===== config.mk =====
export PLATFORM = sky130hd
export DESIGN_NAME = bus_cycle_sched_flat
export DESIGN_NICKNAME = d
export VERILOG_FILES = /design/src/rtl/bus_cycle_sched_if.sv /design/src/rtl/bus_cycle_sched.sv /design/src/flat_wrapper.sv
export SDC_FILE = /design/constraint.sdc
export NUM_CORES = 1
export LEC_CHECK = 0
export ABC_AREA = 1
export CORE_AREA = 2 2 46 48
export CTS_CLUSTER_DIAMETER = 100
export DETAILED_ROUTE_END_ITERATION = 8
export DIE_AREA = 0 0 48 50
export SLEW_MARGIN = 10
export SYNTH_ARGS = -nofsm -noshare
export SYNTH_HDL_FRONTEND = slang
export SYNTH_SLANG_ARGS = --single-unit

===== constraint.sdc =====
create_clock -name clkin -period 2.1 [get_ports clkin]
set_input_delay 0.525 -clock clkin [delete_from_list [all_inputs] [get_ports clkin]]
set_output_delay 0.525 -clock clkin [all_outputs]
set_load 0.05 [all_outputs]

===== src/rtl/bus_cycle_sched_if.sv =====
// Bus-cycle scheduler signal bundle: requests/acks, phase enables, owner and halt.
// Optional BUS_CYCLE_STATS_EN adds the stolen-cycle statistics signals.
interface bus_cycle_sched_if;
    logic        refresh_req;
    logic        dma_req;
    logic        phi0_en;
    logic        phi2_en;
    logic        phi2;
    logic [1:0]  owner;
    logic        halt_n;
    logic        refresh_ack;
    logic        dma_ack;
`ifdef BUS_CYCLE_STATS_EN
    logic        stats_clr;
    logic [15:0] stolen_cnt;

    modport master (
        input  refresh_req, dma_req, stats_clr,
        output phi0_en, phi2_en, phi2, owner, halt_n, refresh_ack, dma_ack, stolen_cnt
    );
    modport slave (
        output refresh_req, dma_req, stats_clr,
        input  phi0_en, phi2_en, phi2, owner, halt_n, refresh_ack, dma_ack, stolen_cnt
    );
`else
    modport master (
        input  refresh_req, dma_req,
        output phi0_en, phi2_en, phi2, owner, halt_n, refresh_ack, dma_ack
    );
    modport slave (
        output refresh_req, dma_req,
        input  phi0_en, phi2_en, phi2, owner, halt_n, refresh_ack, dma_ack
    );
`endif
endinterface


===== src/rtl/bus_cycle_sched.sv =====
// Machine-cycle timebase with refresh > DMA > CPU bus arbitration at each boundary.
// Optional stolen-cycle counter enabled by defining BUS_CYCLE_STATS_EN.
module bus_cycle_sched #(
    parameter int DIV       = 16,
    parameter int MAX_STEAL = 8
) (
    input  logic               clkin,
    input  logic               RST_N,
    bus_cycle_sched_if.master  bus
);
    typedef enum logic [1:0] {
        OWN_CPU = 2'd0,
        OWN_DMA = 2'd1,
        OWN_REF = 2'd2
    } owner_e;

    localparam int              CW       = $clog2(DIV);
    localparam int              SW       = (MAX_STEAL > 0) ? $clog2(MAX_STEAL + 1) : 1;
    localparam logic [CW-1:0]   CNT_LAST = CW'(DIV - 1);
    localparam logic [CW-1:0]   CNT_MID  = CW'(DIV / 2);
    localparam logic [SW-1:0]   STEAL_MAX = SW'(MAX_STEAL);

    logic [CW-1:0] r_cnt;
    logic [CW-1:0] w_cnt_nxt;
    logic          w_boundary;
    owner_e        r_owner;
    owner_e        w_owner_nxt;
    logic [SW-1:0] r_steal_cnt;
    logic [SW-1:0] w_steal_nxt;
    logic          w_force_cpu;
    logic          r_phi0_en, r_phi2_en, r_phi2, r_halt_n;
    logic          r_refresh_ack, r_dma_ack;
    logic          w_halt_n_nxt, w_refresh_ack_nxt, w_dma_ack_nxt;

    assign w_boundary  = (r_cnt == CNT_LAST);
    assign w_cnt_nxt   = w_boundary ? '0 : r_cnt + 1'b1;
    assign w_force_cpu = (MAX_STEAL > 0) && (r_steal_cnt == STEAL_MAX);

    // Next-state: ownership and steal count only move on the DIV-1 -> 0 edge.
    always_comb begin
        // NOTE: every comb output gets a default first so no latch is inferred.
        w_owner_nxt = r_owner;
        w_steal_nxt = r_steal_cnt;
        if (w_boundary) begin
            if (w_force_cpu) begin
                w_owner_nxt = OWN_CPU;
                w_steal_nxt = '0;
            end else if (bus.refresh_req || bus.dma_req) begin
                w_owner_nxt = bus.refresh_req ? OWN_REF : OWN_DMA;
                // Below the limit here, since reaching it forces CPU first.
                if (MAX_STEAL > 0) w_steal_nxt = r_steal_cnt + 1'b1;
            end else begin
                w_owner_nxt = OWN_CPU;
                w_steal_nxt = '0;
            end
        end
    end

    always_comb begin
        w_halt_n_nxt      = (w_owner_nxt == OWN_CPU);
        w_refresh_ack_nxt = w_boundary && (w_owner_nxt == OWN_REF);
        w_dma_ack_nxt     = w_boundary && (w_owner_nxt == OWN_DMA);
    end

    // NOTE: sequential state uses non-blocking assignments so all registers update together.
    always_ff @(posedge clkin or negedge RST_N) begin
        if (!RST_N) begin
            r_cnt         <= CNT_LAST;
            r_owner       <= OWN_CPU;
            r_steal_cnt   <= '0;
            r_phi0_en     <= 1'b0;
            r_phi2_en     <= 1'b0;
            r_phi2        <= 1'b0;
            r_halt_n      <= 1'b1;
            r_refresh_ack <= 1'b0;
            r_dma_ack     <= 1'b0;
        end else begin
            r_cnt         <= w_cnt_nxt;
            r_owner       <= w_owner_nxt;
            r_steal_cnt   <= w_steal_nxt;
            r_phi0_en     <= (w_cnt_nxt == '0);
            r_phi2_en     <= (w_cnt_nxt == CNT_MID);
            r_phi2        <= (w_cnt_nxt >= CNT_MID);
            r_halt_n      <= w_halt_n_nxt;
            r_refresh_ack <= w_refresh_ack_nxt;
            r_dma_ack     <= w_dma_ack_nxt;
        end
    end

    assign bus.phi0_en     = r_phi0_en;
    assign bus.phi2_en     = r_phi2_en;
    assign bus.phi2        = r_phi2;
    assign bus.owner       = r_owner;
    assign bus.halt_n      = r_halt_n;
    assign bus.refresh_ack = r_refresh_ack;
    assign bus.dma_ack     = r_dma_ack;

`ifdef BUS_CYCLE_STATS_EN
    logic [15:0] r_stolen_cnt;

    always_ff @(posedge clkin or negedge RST_N) begin
        if (!RST_N) begin
            r_stolen_cnt <= '0;
        end else if (bus.stats_clr) begin
            r_stolen_cnt <= '0;
        end else if (w_boundary && (w_owner_nxt != OWN_CPU)) begin
            r_stolen_cnt <= r_stolen_cnt + 16'd1;
        end
    end

    assign bus.stolen_cnt = r_stolen_cnt;
`endif
endmodule


===== src/flat_wrapper.sv =====
// flat-port wrapper written by rule: the top's interface ports become plain ports
module bus_cycle_sched_flat 
#(
    parameter int DIV       = 16,
    parameter int MAX_STEAL = 8
)
  (clkin, RST_N, bus_refresh_req, bus_dma_req, bus_phi0_en, bus_phi2_en, bus_phi2, bus_owner, bus_halt_n, bus_refresh_ack, bus_dma_ack);
  bus_cycle_sched_if bus_i ();
  input  logic clkin;
  input  logic RST_N;
  input wire logic [$bits(bus_i.refresh_req)-1:0] bus_refresh_req;
  input wire logic [$bits(bus_i.dma_req)-1:0] bus_dma_req;
  output wire logic [$bits(bus_i.phi0_en)-1:0] bus_phi0_en;
  output wire logic [$bits(bus_i.phi2_en)-1:0] bus_phi2_en;
  output wire logic [$bits(bus_i.phi2)-1:0] bus_phi2;
  output wire logic [$bits(bus_i.owner)-1:0] bus_owner;
  output wire logic [$bits(bus_i.halt_n)-1:0] bus_halt_n;
  output wire logic [$bits(bus_i.refresh_ack)-1:0] bus_refresh_ack;
  output wire logic [$bits(bus_i.dma_ack)-1:0] bus_dma_ack;
  assign bus_i.refresh_req = bus_refresh_req;
  assign bus_i.dma_req = bus_dma_req;
  assign bus_phi0_en = bus_i.phi0_en;
  assign bus_phi2_en = bus_i.phi2_en;
  assign bus_phi2 = bus_i.phi2;
  assign bus_owner = bus_i.owner;
  assign bus_halt_n = bus_i.halt_n;
  assign bus_refresh_ack = bus_i.refresh_ack;
  assign bus_dma_ack = bus_i.dma_ack;
  bus_cycle_sched #(.DIV(DIV), .MAX_STEAL(MAX_STEAL)) u_core (.clkin(clkin), .RST_N(RST_N), .bus(bus_i));
endmodule

==> results.md, run 1 <==
* IO Pins at 12
* CTS Buffer Depth at 2
* Final hold vios at 0
* Endpoint class of the critical path: output port
* Register share of total power at between 50 and 60%
* Max Slew Vio Count at 0
* Die height at 50 um
* CTS tree: built
* Number of global-route vias before repair at 474
* Layout area overhead at 26.0%
* Share of cells above drive strength 1 at 25.8%
* DRC Markers at 0
* Switching power at around 160 uW
* PD cells at between 600 and 700 nW/um2
* Setup repair after global routing missed its margin: no
* YS warnings at 0
* Leak at between 0.0004 and 0.0005 uW
* Sequential share of the synthesized area at 57.0%
* Max H-tree Level at 1
* Crit path max fanout at 2
* Hpwl dp at approximately 860 um
* Max-Cap Viols at 0
* Yosys cell types at 18
* Worst EP required at 1.57 ns
* Total track usage at 11.8%
* Gpl congestion at 0.740
* Xor-xnor portion of the synthesized cell area at 1.23%
* Fillers at 196
* Predominant post-synthesis flop cell: dfrtp_1
* Clk_lat worst skew at 0.30 ns
* CP Launch Type: register
* Period utilization at 95.1%
* Main area contributors after synthesis: dfrtp_1, dfstp_2, nand2_1
* Area fraction of the dominant cell type after synthesis at 38.6%
* Layout Nets at 97
* Mapped Area at 713 um2
* Detail Route Antenna Nets at 0
* Routed WL per cell at roughly 9.7 um
* # rows at 16
* Comb pwr share at 10.7%
* Count leader, synth: nand2_1
* Fin Setup TNS at 0 ns
* First-pass GRT wire length at 1940 um
* CTS-repair resized insts at 0
* Tmin final at 2.00 ns
* Worst EP arrival at 1.47 ns
* Worst slew pin tran at 0.496 ns
* Clk sink count at 16
* TritonCTS buffer count at 3
* Total inserted antenna cells at 0
* Setup Buffers After CTS at 0
* Synth top cells by count: nand2_1, dfrtp_1, inv_1
* Core area at 1900 um2
* Avg Inst Size Synth at a little under 10 um2
* PortBufs at 11
* Post-synth top area cell: dfrtp_1
* CP Cell Sequence: clkdlybuf4s50_1
* Crit Path Class: register to output port
* Status: finished clean
* Synth Instances at 73
* Grt ovf at 0
* Seq cells post-synth at 16
* Max VDD drop at approximately 0.5 mV
* Starting Density at 37.5%
* Compound-Gate Fraction of Synth Area at less than 1%
* Total number of vias at 495
* Hold Path Class: register to register
* DR WL met2 at 522 um
* # hold bufs at CTS at 0
* Sw frac at 25.7%
* Post-synthesis mux area share at 0%
* First-pass detailed-route iteration total at 2
* Root buffer cell: clkbuf_4
* DIE AREA at 2400 um2
* Adder-Cell Fraction of Synth Area at approximately 5.3%
* Total power at 608 uW
* Buf/Inv on CP at 1
* Die Wd at 48 um
* Synth Area in Simple Gates at 29.1%
* Worst Skew at 0.00718 ns
* Initial antenna violation count at 0
* Via-to-Cell Ratio at between 4 and 5
* CP max stage cell: clkdlybuf4s50_1
* CTS clk-pin slew, worst paths at 0.10 ns
* Critical Path Max Stage Delay at roughly 0.80 ns
* Syn_nets at 80
* Slew HR at 66.9%
* Total wire length at approximately 1100 um
* Kind of cell adding the most delay to the critical path: buffers and inverters
* Internal power at ~450 uW
* Largest net degree at the start of global routing at 17
* Met3 WL post-DR at 62 um
* Final setup viols at 0
* Top Metal Used: met4
* Iter 0 DRT Violations at 2
* Met1 WL at 518 um
* EDFF count, synth at 0
* Max Freq at 501 MHz
* Clock power frac at 34.6%
* Main combinational cell family by area after synthesis: simple AND/OR/NAND/NOR gates
* Post-synth ARST share at 100%
[stage by stage]
stage / hold WS [ns] / setup slack (ns) / cells / utilization, % / instance area (um2)
floorplan: 0.229 / 0.826 / 73 / - / 713
global placement: 0.499 / 0.435 / 112 / 45.3 / 862
detailed placement: 0.502 / 0.436 / 112 / 45.3 / 862
CTS: 0.518 / 0.0969 / 116 / 47.2 / 898
global route: 0.548 / 0.0637 / 116 / 47.2 / 898
finish: 0.516 / 0.103 / 116 / 47.2 / 898
[per-layer routing]
metal / GRT usage, % / vias to the layer above
met2: 19.1 / 10
met5: 0 / -
met1: 11.8 / 229
met3: 5.49 / 2
met4: 6.76 / 0
li1: - / 254
[cells by family after synthesis]
kind of cell / count (synthesis)
compound gates: 1
xor+xnor: 1
fa+ha+maj: 3
buf+inv: 12
flops: 16
simple gates: 40
[power groups by stage]
| stage | clock network [uW] | registers [uW] | logic [uW] |
|---|---|---|---|
| floorplan | 0 | 352 | 25.1 |
| global placement | 0 | 338 | 65.0 |
| detailed placement | 0 | 338 | 66.7 |
| CTS | 213 | 333 | 66.7 |
| global route | 233 | 335 | 73.2 |
| finish | 210 | 333 | 65.3 |
[flip-flops by register name, indices dropped and copies added (netlist names)]
register                count
u_core.bus.halt_n           1
u_core.bus.dma_ack          1
u_core.bus.phi2             1
u_core.bus.phi0_en          1
u_core.bus.phi2_en          1
u_core.bus.refresh_ack      1
u_core.bus.owner            2
u_core.r_cnt                4
u_core.r_steal_cnt          4
[path summary, 6_finish.rpt]
| path | start | endpoint | slack [ns] | cells after the start |
|---|---|---|---|---|
| max | u_core.bus.owner[0] | bus_owner[0] | 0.10 | 1 |
| min | u_core.bus.owner[1] | u_core.bus.halt_n | 0.52 | 3 |
| max reg2reg | u_core.r_cnt[0] | u_core.r_steal_cnt[0] | 0.73 | 7 |
| min reg2reg | u_core.bus.owner[1] | u_core.bus.halt_n | 0.52 | 3 |
| max in group asynchronous | RST_N | u_core.r_cnt[3] | 1.31 | 2 |
| min in group asynchronous | RST_N | u_core.r_steal_cnt[3] | 0.53 | 2 |
[cell type report]
class                           count  area [um2]  share of cell area (%)
Clock buffer                        4        36.3                    4.04
Timing Repair Buffer               12         115                    12.8
Inverter                           12        47.5                    5.29
Multi-Input combinational cell     45         259                    28.8
Tap cell                           27        33.8                    3.76
Sequential cell                    16         407                    45.3
[worst reg2reg max path, cell delays in order (launching register included)]
cell,delay [ns]
dfstp_2,0.55
ha_1,0.22
nand2_4,0.10
nor2_8,0.14
nand2_2,0.08
nor2_4,0.11
nand2_1,0.06
nand2_1,0.05
[cell usage in the layout, fill, tap and decap left out]
cell             instances
nand2_1                 17
dfrtp_1                 11
clkdlybuf4s50_1         10
inv_1                    9
nand3_1                  7
nor2_1                   6
dfstp_2                  5
nand2_2                  4
ha_1                     3
clkbuf_4                 3
inv_2                    2
buf_4                    2
nand2_4                  1
nor2_8                   1
inv_4                    1
xor2_1                   1
or2_2                    1
nor2_2                   1
a21oi_1                  1
nor2_4                   1
nand4_1                  1
clkbuf_8                 1
Note: power is estimated with default switching activity, not from simulation.
==> run 2: changes to the inputs <==
--- a/config.mk
+++ b/config.mk
@@ -10,7 +10,6 @@
 export CTS_CLUSTER_DIAMETER = 100
 export DETAILED_ROUTE_END_ITERATION = 8
 export DIE_AREA = 0 0 48 50
-export SLEW_MARGIN = 10
 export SYNTH_ARGS = -nofsm -noshare
 export SYNTH_HDL_FRONTEND = slang
 export SYNTH_SLANG_ARGS = --single-unit
==> results of run 2 <==
Final layout, timing and power as in run 1 (identical DEF).
==> run 3: changes to the inputs <==
--- a/config.mk
+++ b/config.mk
@@ -6,10 +6,11 @@
 export NUM_CORES = 1
 export LEC_CHECK = 0
 export ABC_AREA = 1
-export CORE_AREA = 2 2 46 48
+export CORE_AREA = 2 2 40 42
 export CTS_CLUSTER_DIAMETER = 100
 export DETAILED_ROUTE_END_ITERATION = 8
-export DIE_AREA = 0 0 48 50
+export DIE_AREA = 0 0 42 44
+export PLACE_DENSITY = 0.77
 export SYNTH_ARGS = -nofsm -noshare
 export SYNTH_HDL_FRONTEND = slang
 export SYNTH_SLANG_ARGS = --single-unit
==> run 3 against run 2 <==
Effect of this change: total power shrank 0.91%; flip-flop and latch count is the same; combinational power grew 0.9%; cell area shrank 1.5%; largest cell class unchanged.
==> results.md, run 3 (same netlist as run 1, synthesis figures left out) <==
* Core area at 1420 um2 (-25%)
* Setup repair after global routing missed its margin: no
* Detail Route Antenna Nets at 0 (unchanged)
* Clk_lat worst skew at 0.29 ns (about the same)
* Max H-tree Level at 1 (unchanged)
* Kind of cell adding the most delay to the critical path: buffers and inverters
* Leak at 0.000496 uW (unchanged)
* CP Cell Sequence: clkdlybuf4s50_1
* CTS Buffer Depth at 2 (unchanged)
* Clock power frac at 33.7% (-0.9 points)
* Crit path max fanout at 2 (unchanged)
* Worst hold margin at 0.515 ns (-0.00145 ns)
* Fin Setup TNS at 0 ns (unchanged)
* Root buffer cell: clkbuf_4
* Met1 WL at 461 um (-11%)
* Largest net degree at the start of global routing at 17 (unchanged)
* PortBufs at 11 (unchanged)
* Worst hold start: u_core.bus.owner[1]
* Setup Buffers After CTS at 0 (unchanged)
* Status: finished clean
* Clk sink count at 16 (unchanged)
* Final worst slack at 0.110 ns (+0.00678 ns)
* Top Metal Used: met4
* Final hold vios at 0 (unchanged)
* CP startpoint: u_core.bus.owner[0]
* Final setup viols at 0 (unchanged)
* Switching power at 151 uW (-3.7%)
* FF-to-FF Start: u_core.r_cnt[0]
* Max-Cap Viols at 0 (unchanged)
* Register share of total power at 55.3% (+0.6 points)
* Initial antenna violation count at 0 (unchanged)
* Commonest cells after routing, fill and taps aside: nand2_1, dfrtp_1, clkdlybuf4s50_1, inv_1, nand3_1
* DR WL met2 at 525 um (+0.57%)
* Tmin final at 1.99 ns (-0.00678 ns)
* Reg2reg path depth at 6 (-1)
* Slew HR at 67.0% (+0.16 points)
* Cell count along the critical path at 1 (unchanged)
* Most common cell after layout, fill and taps aside: nand2_1
* First-pass GRT wire length at 1860 um (-4.2%)
* Worst EP arrival at 1.46 ns (about the same)
* CTS tree: built
* Comb pwr share at 10.9% (+0.2 points)
* Gpl congestion at 0.804 (+8.7%)
* CP Launch Type: register
* # rows at 14 (-2)
* Fillers at 116 (-41%)
* CP max stage cell: clkdlybuf4s50_1
* Met3 WL post-DR at 61 um (-1.6%)
* Die Wd at 42 um (-13%)
* First-pass detailed-route iteration total at 4 (+2)
* DRC Markers at 0 (unchanged)
* Buf/Inv on CP at 1 (unchanged)
* DIE AREA at 1850 um2 (-23%)
* Max VDD drop at 0.447 mV (-11%)
* Via-to-Cell Ratio at 4.72 (+11%)
* Number of global-route vias before repair at 459 (-3.2%)
* Max Freq at 503 MHz (+0.34%)
* Crit Path Class: register to output port
* Total track usage at 14.2% (+2.3 points)
* Worst slew pin tran at 0.493 ns (-0.00241 ns)
* IO Pins at 12 (unchanged)
* Die height at 44 um (-12%)
* Sw frac at 25.0% (-0.73 points)
* Grt ovf at 0 (unchanged)
* Hold path depth at 3 (unchanged)
* PD cells at 681 nW/um2 (+0.64%)
* Total wire length at 1070 um (-4.9%)
* Endpoint class of the critical path: output port
* TritonCTS buffer count at 3 (unchanged)
* # hold bufs at CTS at 0 (unchanged)
* Hold Path Class: register to register
* Routed WL per cell at 10.2 um (+5.1%)
* CTS clk-pin slew, worst paths at 0.09 ns (about the same)
* Iter 0 DRT Violations at 15 (+13)
* Share of cells above drive strength 1 at 25.8% (unchanged)
* Worst EP required at 1.57 ns (about the same)
* Starting Density at 50.3% (+13 points)
* Max Slew Vio Count at 0 (unchanged)
* Period utilization at 94.7% (-0.32 points)
* Hpwl dp at 810 um (-5.6%)
* Worst Skew at 0.00676 ns (-0.000419 ns)
* Layout Nets at 97 (unchanged)
* Layout area overhead at 24.0%
* Total inserted antenna cells at 0 (unchanged)
* Total number of vias at 496 (+0.20%)
* Internal power at 452 uW (about the same)
* Post-Place Setup Slack at 0.425 ns (-0.0106 ns)
* Critical Path Max Stage Delay at 0.81 ns (about the same)
* CTS-repair resized insts at 0 (unchanged)
## run 3: cell counts in the layout (fill, tap and decap cells not counted)
Identical to the previous run, type by type.
## run 3: stage by stage
stage	instance area, um2	power (uW)	util [%]	cells
6_report	885	603	62.3	105
3_5_place_dp	848	406	59.8	101
5_1_grt	885	631	62.3	105
3_3_place_gp	848	403	59.8	101
4_1_cts	885	610	62.3	105
2_1_floorplan	713	377	-	73
## run 3: per-layer routing
layer | vias to the layer above | global-route usage (%)
li1 | 252 | -
met1 | 226 | 16.4
met2 | 14 | 22.5
met3 | 4 | 4.58
met4 | 0 | 9.68
met5 | - | 0
## run 3: tightest hold or removal path, stage by stage (launching register included)
cell     delay, ns
dfrtp_1       0.35
nand2_1       0.06
nand2_2       0.07
nor2_2        0.03
## run 3: layout make-up
| class | instances | area, um2 | area share, % |
|---|---|---|---|
| flip-flops and latches | 16 | 407 | 46.0 |
| multi-input cells | 45 | 259 | 29.3 |
| repair buffers | 12 | 115 | 13.0 |
| inverters | 12 | 47.5 | 5.37 |
| clock buffers | 4 | 36.3 | 4.10 |
| well taps | 16 | 20.0 | 2.26 |
## run 3: power by group through the flow
stage / Combinational, uW / Sequential (uW) / Clock, uW
final: 65.9 / 333 / 203
after global routing: 75.6 / 336 / 220
after CTS: 67.5 / 334 / 209
after detailed placement: 67.2 / 339 / 0
after global placement: 64.9 / 338 / 0
after floorplan: 25.1 / 352 / 0
## run 3: path summary, 6_finish.rpt
| path | end | slack, ns |
|---|---|---|
| min in group asynchronous | u_core.bus.phi0_en | 0.54 |
| hold reg to reg | u_core.bus.halt_n | 0.51 |
| setup reg to reg | u_core.r_steal_cnt[2] | 0.74 |
| setup / recovery | bus_owner[0] | 0.11 |
| hold / removal | u_core.bus.halt_n | 0.51 |
| max in group asynchronous | u_core.r_cnt[0] | 1.31 |
